`config.mk`:
```
export PLATFORM = sky130hd
export DESIGN_NAME = tlul_to_reg_adapter
export DESIGN_NICKNAME = d
export VERILOG_FILES = /design/src/rtl/tlul_to_reg_adapter.sv
export SDC_FILE = /design/constraint.sdc
export NUM_CORES = 1
export LEC_CHECK = 0
export ABC_AREA = 1
export CORE_ASPECT_RATIO = 0.75
export CORE_UTILIZATION = 39
export DETAILED_ROUTE_END_ITERATION = 8
export PLACE_DENSITY_LB_ADDON = 0.05
export RECOVER_POWER = 100
export SYNTH_ARGS = -nofsm -noshare
export SYNTH_HDL_FRONTEND = slang
export SYNTH_SLANG_ARGS = --single-unit
```
`constraint.sdc`:
```
create_clock -name clk_i -period 2.2 [get_ports clk_i]
set_clock_uncertainty 0.05 [all_clocks]
set_input_delay 0.44 -clock clk_i [delete_from_list [all_inputs] [get_ports clk_i]]
set_output_delay 0.44 -clock clk_i [all_outputs]
set_load 0.005 [all_outputs]
```
`src/rtl/tlul_to_reg_adapter.sv`:
```
`default_nettype none
// +--------------------------------------------------------------------------+
// | Module      : tlul_to_reg_adapter (with companion package tlul_pkg)      |
// | Description : TL-UL device-side adapter. Accepts one A-channel request,  |
// |               checks it, and either issues it as a register-interface    |
// |               transaction or answers it directly with an error. Returns  |
// |               the matching D-channel response. There is one outstanding  |
// |               transaction at most, and requests are not pipelined.       |
// | Ports       : clk_i     - clock, all state updates on the rising edge    |
// |               rst_i     - synchronous active-high reset                  |
// |               tl_i      - TL-UL A channel plus d_ready from the host     |
// |               tl_o      - TL-UL D channel plus a_ready to the host       |
// |               reg_req_o - register-interface request to the peripheral   |
// |               reg_rsp_i - register-interface response from the peripheral|
// | Revision    : 1.0 - initial release                                      |
// +--------------------------------------------------------------------------+

package tlul_pkg;

  // A-channel opcodes
  localparam logic [2:0] OpPutFullData    = 3'h0;
  localparam logic [2:0] OpPutPartialData = 3'h1;
  localparam logic [2:0] OpGet            = 3'h4;

  // D-channel opcodes
  localparam logic [2:0] OpAccessAck      = 3'h0;
  localparam logic [2:0] OpAccessAckData  = 3'h1;

  localparam logic [7:0] TlDUserDefault   = 8'h00;

  typedef struct packed {
    logic        a_valid;
    logic [2:0]  a_opcode;
    logic [2:0]  a_param;
    logic [1:0]  a_size;
    logic [7:0]  a_source;
    logic [31:0] a_address;
    logic [3:0]  a_mask;
    logic [31:0] a_data;
    logic [7:0]  a_user;
    logic        d_ready;
  } tl_h2d_t;

  typedef struct packed {
    logic        d_valid;
    logic [2:0]  d_opcode;
    logic [2:0]  d_param;
    logic [1:0]  d_size;
    logic [7:0]  d_source;
    logic        d_sink;
    logic [31:0] d_data;
    logic [7:0]  d_user;
    logic        d_error;
    logic        a_ready;
  } tl_d2h_t;

  typedef struct packed {
    logic        valid;
    logic        write;
    logic [31:0] addr;
    logic [31:0] wdata;
    logic [3:0]  wstrb;
  } reg_req_t;

  typedef struct packed {
    logic        ready;
    logic [31:0] rdata;
    logic        error;
  } reg_rsp_t;

endpackage

module tlul_to_reg_adapter #(
  parameter type req_t    = tlul_pkg::reg_req_t,
  parameter type rsp_t    = tlul_pkg::reg_rsp_t,
  parameter type tl_h2d_t = tlul_pkg::tl_h2d_t,
  parameter type tl_d2h_t = tlul_pkg::tl_d2h_t,
  parameter int  AW       = 32
) (
  input  logic    clk_i,
  input  logic    rst_i,
  input  tl_h2d_t tl_i,
  output tl_d2h_t tl_o,
  output req_t    reg_req_o,
  input  rsp_t    reg_rsp_i
);

  import tlul_pkg::*;

  typedef enum logic [1:0] {
    IDLE = 2'd0,
    REQ  = 2'd1,
    RSP  = 2'd2
  } state_e;

  state_e       state_q;
  logic         a_ready_q;
  logic         d_valid_q;
  logic         req_valid_q;
  logic [2:0]   opcode_q;
  logic [1:0]   size_q;
  logic [7:0]   source_q;
  logic [AW-1:0] addr_q;
  logic [31:0]  wdata_q;
  logic [3:0]   mask_q;
  logic [31:0]  rdata_q;
  logic         err_q;

  // ---------------------------------------------------------------------
  // Request legality, evaluated on the raw A channel at capture time
  // ---------------------------------------------------------------------
  logic [3:0] full_mask;
  logic       opcode_ok;
  logic       size_ok;
  logic       align_ok;
  logic       mask_ok;
  logic       req_err;

  // Byte lanes a full-width access of a_size must cover at this offset
  always_comb begin
    full_mask = 4'b0000;
    case (tl_i.a_size)
      2'd0:    full_mask = 4'b0001 << tl_i.a_address[1:0];
      2'd1:    full_mask = 4'b0011 << tl_i.a_address[1:0];
      default: full_mask = 4'b1111 << tl_i.a_address[1:0];
    endcase
  end

  always_comb begin
    align_ok = 1'b0;
    case (tl_i.a_size)
      2'd0:    align_ok = 1'b1;
      2'd1:    align_ok = ~tl_i.a_address[0];
      2'd2:    align_ok = (tl_i.a_address[1:0] == 2'b00);
      default: align_ok = 1'b0;
    endcase
  end

  assign opcode_ok = (tl_i.a_opcode == OpGet) ||
                     (tl_i.a_opcode == OpPutFullData) ||
                     (tl_i.a_opcode == OpPutPartialData);
  assign size_ok   = (tl_i.a_size != 2'd3);
  // Partial puts may carry any mask; only full puts must cover the access
  assign mask_ok   = (tl_i.a_opcode != OpPutFullData) || (tl_i.a_mask == full_mask);
  assign req_err   = !opcode_ok || !size_ok || !align_ok || !mask_ok;

  // ---------------------------------------------------------------------
  // Control FSM with registered handshake outputs
  // ---------------------------------------------------------------------
  always_ff @(posedge clk_i) begin
    if (rst_i) begin
      state_q     <= IDLE;
      a_ready_q   <= 1'b1;
      d_valid_q   <= 1'b0;
      req_valid_q <= 1'b0;
      opcode_q    <= '0;
      size_q      <= '0;
      source_q    <= '0;
      addr_q      <= '0;
      wdata_q     <= '0;
      mask_q      <= '0;
      rdata_q     <= '0;
      err_q       <= 1'b0;
    end else begin
      case (state_q)
        IDLE: begin
          if (tl_i.a_valid) begin
            opcode_q  <= tl_i.a_opcode;
            size_q    <= tl_i.a_size;
            source_q  <= tl_i.a_source;
            addr_q    <= tl_i.a_address[AW-1:0];
            wdata_q   <= tl_i.a_data;
            mask_q    <= tl_i.a_mask;
            rdata_q   <= '0;
            err_q     <= req_err;
            a_ready_q <= 1'b0;
            if (req_err) begin
              // Illegal requests never reach the peripheral
              d_valid_q <= 1'b1;
              state_q   <= RSP;
            end else begin
              req_valid_q <= 1'b1;
              state_q     <= REQ;
            end
          end
        end
        REQ: begin
          if (reg_rsp_i.ready) begin
            req_valid_q <= 1'b0;
            err_q       <= err_q | reg_rsp_i.error;
            // Read data is only returned for a successful Get
            if ((opcode_q == OpGet) && !reg_rsp_i.error) begin
              rdata_q <= reg_rsp_i.rdata;
            end
            d_valid_q <= 1'b1;
            state_q   <= RSP;
          end
        end
        RSP: begin
          if (tl_i.d_ready) begin
            d_valid_q <= 1'b0;
            a_ready_q <= 1'b1;
            state_q   <= IDLE;
          end
        end
        default: begin
          state_q <= IDLE;
        end
      endcase
    end
  end

  // ---------------------------------------------------------------------
  // Output mapping (all sources are registers)
  // ---------------------------------------------------------------------
  logic is_write;
  assign is_write = (opcode_q != OpGet);

  always_comb begin
    reg_req_o       = '0;
    reg_req_o.valid = req_valid_q;
    reg_req_o.write = is_write;
    reg_req_o.addr  = addr_q;
    reg_req_o.wdata = wdata_q;
    reg_req_o.wstrb = is_write ? mask_q : 4'b0000;
  end

  always_comb begin
    tl_o          = '0;
    tl_o.d_valid  = d_valid_q;
    tl_o.d_opcode = is_write ? OpAccessAck : OpAccessAckData;
    tl_o.d_param  = 3'b000;
    tl_o.d_size   = size_q;
    tl_o.d_source = source_q;
    tl_o.d_sink   = 1'b0;
    tl_o.d_data   = rdata_q;
    tl_o.d_user   = TlDUserDefault;
    tl_o.d_error  = err_q;
    tl_o.a_ready  = a_ready_q;
  end

  // A-channel fields with no meaning for a register peripheral
  logic unused_tl_bits;
  assign unused_tl_bits = ^{tl_i.a_param, tl_i.a_user};

endmodule
`default_nettype wire

```
## Word level (Yosys, flattened, before mapping)

Cells that the tools add are included.
W data, S select, Z words.

| word-level totals | value |
|---|---|
| register bits after elaboration | 119 |
| input bits | 130 |
| output and inout port bits | 130 |
| word-level logic and storage cells | 88 |

| operators by class | value |
|---|---|
| equal/unequal tests | 16 |
| shift-type cells | 3 |
| multiplexer cells | 28 |
| bitwise gates (word level) | 2 |
| reduce and logical (&&, ||, !) cells | 27 |

Operators with widths:

| operator | count |
|---|---|
| $mux W32 | 3 |
| $pmux W32 S2 | 1 |
| $ne A2 B2 Y1 const B | 7 |
| $mux W1 | 12 |
| $reduce_and A3 Y1 | 3 |
| $mux W2 | 4 |
| $pmux W4 S2 | 1 |
| $reduce_and A4 Y1 | 2 |
| $eq A3 B3 Y1 const B | 2 |
| $logic_not A2 Y1 | 3 |
| $logic_or A1 B1 Y1 | 6 |
| $pmux W1 S2 | 3 |
| $pmux W1 S3 | 2 |
| $pmux W2 S3 | 1 |
| $reduce_bool A3 Y1 | 2 |
| $logic_not A1 Y1 | 5 |
| $reduce_and A5 Y1 | 1 |
| $eq A2 B1 Y1 const B | 2 |
| $eq A2 B2 Y1 const B | 2 |
| $eq A4 B4 Y1 | 1 |
| $mux W4 | 1 |
| $reduce_bool A2 Y1 | 2 |
| $shl A1 B2 Y4 const A | 1 |
| $shl A2 B2 Y4 const A | 1 |
| other kinds (8) | 8 |

## Depth between registers and ports, before layout

| depth | value |
|---|---|
| word-level depth | 10 |
| mapped depth | 13 |
| depth with buffers taken out | 13 |

## Worst setup path before layout

OpenSTA, ideal clock, no wires.

| timing | value |
|---|---|
| path kind | reg-to-reg |
| start point | register state_q[1] |
| end point | register rdata_q[21] |
| library setup time | 0.132 ns |
| arrival | 1.356 ns |
| data required time | 2.018 ns |
| setup slack | 0.662 ns |
| stages on the path, launching flop included | 11 |
| buffers on the path | 2 |
| period minus slack after synthesis | 1.538 ns |
| cells stage by stage | dfxtp_1 inv_1 ha_1 buf_6 nor2_1 nor2_4 nand2_4 clkinv_2 buf_8 nand3_2 a21oi_1 |

| between the ends | value |
|---|---|
| longest elaborated chain between the ends | 3 |

Ends and longest elaborated chain:

| item | line | text |
|---|---|---|
| from (decl) | 96 | `state_e state_q;` |
| from (signal assigned) | 152 | `state_q <= IDLE;` |
| from (signal assigned) | 180 | `state_q <= RSP;` |
| from (signal assigned) | 183 | `state_q <= REQ;` |
| $eq A2 B1 Y1 / $logic_not A2 Y1 (equally long branches) | 165 | `case (state_q)` |
| $ne A2 B2 Y1 (no source line) / $reduce_bool A2 Y1 (equally long branches) | - |  |
| $reduce_and A4 Y1 (no source line) | - |  |
| to (signal assigned) | 193 | `rdata_q <= reg_rsp_i.rdata;` |
| to (decl) | 106 | `logic [31:0] rdata_q;` |

Parallel ways exist; a longest one is shown, timed or not.
A chain may end at the register's enable or synchronous reset.

==> out/results.md <==
* count of state elements after synthesis: 119
* number of global-route vias before repair: 4450
* clock insertion delay at the later pin of the skew report: 0.40 ns
* Max Slew Vio Count: 0
* pin count of the biggest net entering global routing: 58
* floorplan die area: 12400 µm²
* number of cell rows: 34
* antenna violations before repair: 0
* number of vias per cell after detailed routing: 4.66
* Worst Path Class, Setup: flip-flop to output pin
* Gates resized, CTS repair: 0
* Final Util: 65.5%
* netlist area before placement: 4660 µm²
* Data required, critical path: 1.71 ns
* fraction of layout cells with a size suffix above 1: 6.47%
* metal3 WL: 1.15 mm
* DRT Wirelength: 13.5 mm
* global placer's final weighted congestion: 0.790
* TNS Setup: 0 ns
* routed length on met1: 5.61 mm
* total global-route track usage: 22.4%
* Boundary Pins: 260
* Filler cells: 992
* Clock Pin Slew Worst Setup and Hold Paths: 0.05 ns
* highest clock rate: 494 MHz
* # diodes: 0
* highest layer used for signal routing: met4
* ys flop type: sky130_fd_sc_hd__dfxtp_1
* worst-path fanout max: 5
* transition time of the tightest slew-check pin: 0.712 ns
* CTS max path bufs: 2
* buffers plus inverters on the worst setup path: 2
* result of the run: complete, no violations
* core box area: 11600 µm²
* commonest cells after routing, fill and taps aside: 163 x sky130_fd_sc_hd__nor2_1, 122 x sky130_fd_sc_hd__clkdlybuf4s50_1, 119 x sky130_fd_sc_hd__dfxtp_1
* DR WL met2: 6.45 mm
* Setup Fix Bufs, Post-CTS: 0
* total count of hold-check failures in the final report: 0
* Iter 0 DRT Violations: 168
* wire length per cell after detailed routing: 13.5 µm
* Worst IR Drop VDD: 0.656 mV
* total via count in the routed design: 4637
* Gate Count Post-Synth: 604
* nets@finish: 955
* CTS Hold Bufs: 0
* Leak Pwr: 3.24 nW
* Max-Cap Viols: 0
* Post-synth EDFFs: 0
* CP top delay family: buffers and inverters
* Horiz. Die Dim: 128 µm
* share of the yosys chip area belonging to registers: 51.2%
* wire length of the first global-routing pass: 21.7 mm
* worst stage delay on the critical path: 0.52 ns
* height of the die: 96.6 µm
* Worst setup SP type: flip-flop
* slowest library cell on the worst path: sky130_fd_sc_hd__clkdlybuf4s50_1
* power density of the placed cells: 1180 nW/µm²
* Starting Density: 40.1%
* CTS tree: yes
* Syn. warnings: 0
* Max transition margin: 52.5%
* worst hold path class: flip-flop to flip-flop
* most common library cell in the layout ignoring fill and taps: sky130_fd_sc_hd__nor2_1
* number of optimization iterations in the first detailed-route pass: 4
* Min Clock Period, post-route: 2.02 ns
* antenna violation net count after detailed routing: 0
* CTS buffer count: 17
* arrival time of the worst setup path: 1.53 ns
* endpoint kind of the worst setup timing path: output pin
* IO buf count: 234
* share of the cycle needed by the critical path after routing: 91.9%
* CTS HTree Levels: 4
* unrepaired setup endpoints after global routing: false
* Netlist cell types: 28
* chain of cells forming the critical path: nor2_1, nand2_2, inv_2, nor2_1, clkdlybuf4s50_1
* Post-Synthesis Mean Instance Area: 7.71 µm²
* share of synthesized registers carrying an async set or reset: 0%
* most used cell along the critical path: sky130_fd_sc_hd__nor2_1
* total congestion overflow after global routing: 0
* Num Clock Sinks: 119
* DP HPWL: 9.38 mm
* final count of negative-setup-slack endpoints: 0
* master cell of the clock root buffer: sky130_fd_sc_hd__clkbuf_16
* DRC violations left: 0
* PnR Total Power: 8.97 mW
* area growth from synthesis to final layout: 63.2%
-- flip-flops by register name, indices dropped and copies added (netlist names) --
name,cells
req_valid_q,1
opcode_q,3
err_q,1
size_q,2
rdata_q,32
d_valid_q,1
mask_q,4
source_q,8
addr_q,32
state_q,2
a_ready_q,1
wdata_q,32
-- layer usage --
layer	GRT usage [%]	vias to the layer above
li1	-	2358
met1	25.0	2099
met2	37.3	161
met3	9.57	19
met4	8.69	0
met5	0	-
-- where the power goes --
| group | internal (mW) | total, mW | switching, mW |
|---|---|---|---|
| clock | 1.97 | 2.91 | 0.938 |
| sequential | 2.69 | 2.94 | 0.251 |
| combinational | 1.44 | 3.12 | 1.68 |
| total | 6.09 | 8.97 | 2.87 |
-- tightest hold or removal path, cell delays in order, from the launching register on --
cell and delay [ns]:
sky130_fd_sc_hd__dfxtp_1 0.29, sky130_fd_sc_hd__inv_1 0.06, sky130_fd_sc_hd__a21oi_1 0.05
-- area by class of cell --
| type | count | area (µm²) | share of cell area (%) |
|---|---|---|---|
| repair buffers | 245 | 2440 | 32.1 |
| flip-flops and latches | 119 | 2380 | 31.3 |
| multi-input cells | 419 | 1880 | 24.7 |
| clock buffers | 22 | 474 | 6.24 |
| well taps | 162 | 203 | 2.67 |
| clock inverters | 9 | 148 | 1.94 |
| inverters | 20 | 76.3 | 1.00 |
-- cells by family (layout without fill, tap and decap cells) --
family | count (synthesis) | count (layout) | share of synthesized area, %
and+or+nand+nor | 269 | 269 | 24.6
AOI/OAI and AO/OA | 132 | 132 | 14.3
DFF | 119 | 119 | 51.2
buffers and inverters | 79 | 296 | 8.92
adders and majority gates | 3 | 3 | 0.806
other | 1 | 14 | 0.0805
xor gates and xnor gates | 1 | 1 | 0.188
-- synth_stat cells, types with 2 or more instances --
library cell	instances	area, µm²
sky130_fd_sc_hd__ha_1	3	37.5
sky130_fd_sc_hd__nor3_1	2	10.0
sky130_fd_sc_hd__nand3_2	10	100
sky130_fd_sc_hd__a21oi_1	44	220
sky130_fd_sc_hd__clkbuf_1	26	97.6
sky130_fd_sc_hd__nor2_1	163	612
sky130_fd_sc_hd__inv_2	2	7.51
sky130_fd_sc_hd__buf_6	3	33.8
sky130_fd_sc_hd__buf_4	19	143
sky130_fd_sc_hd__nand2_2	2	12.5
sky130_fd_sc_hd__nand3b_1	2	15.0
sky130_fd_sc_hd__nand3_1	29	145
sky130_fd_sc_hd__dfxtp_1	119	2380
sky130_fd_sc_hd__buf_2	10	50.1
sky130_fd_sc_hd__inv_1	17	63.8
sky130_fd_sc_hd__o21ai_0	85	425
sky130_fd_sc_hd__nand2_1	57	214
-- metrics by stage --
step / setup slack (ns) / std cells / hold slack, ns / cell area (µm²)
global placement: 0.163 / 965 / 0.390 / 7020
floorplan: 0.662 / 617 / 0.379 / 4710
global route: 0.0332 / 996 / 0.419 / 7600
detailed placement: 0.120 / 965 / 0.395 / 7020
finish: 0.178 / 996 / 0.399 / 7600
CTS: 0.0596 / 996 / 0.403 / 7640
-- final timing paths --
path / startpoint / endpoint / slack, ns / cells after the start
worst max-delay path: opcode_q[0] / reg_req_o[0] / 0.18 / 5
worst min-delay path: mask_q[0] / mask_q[0] / 0.40 / 2
worst max register to register: state_q[1] / rdata_q[14] / 0.22 / 9
worst min register to register: mask_q[0] / mask_q[0] / 0.40 / 2
(Power assumes the default switching activity.)
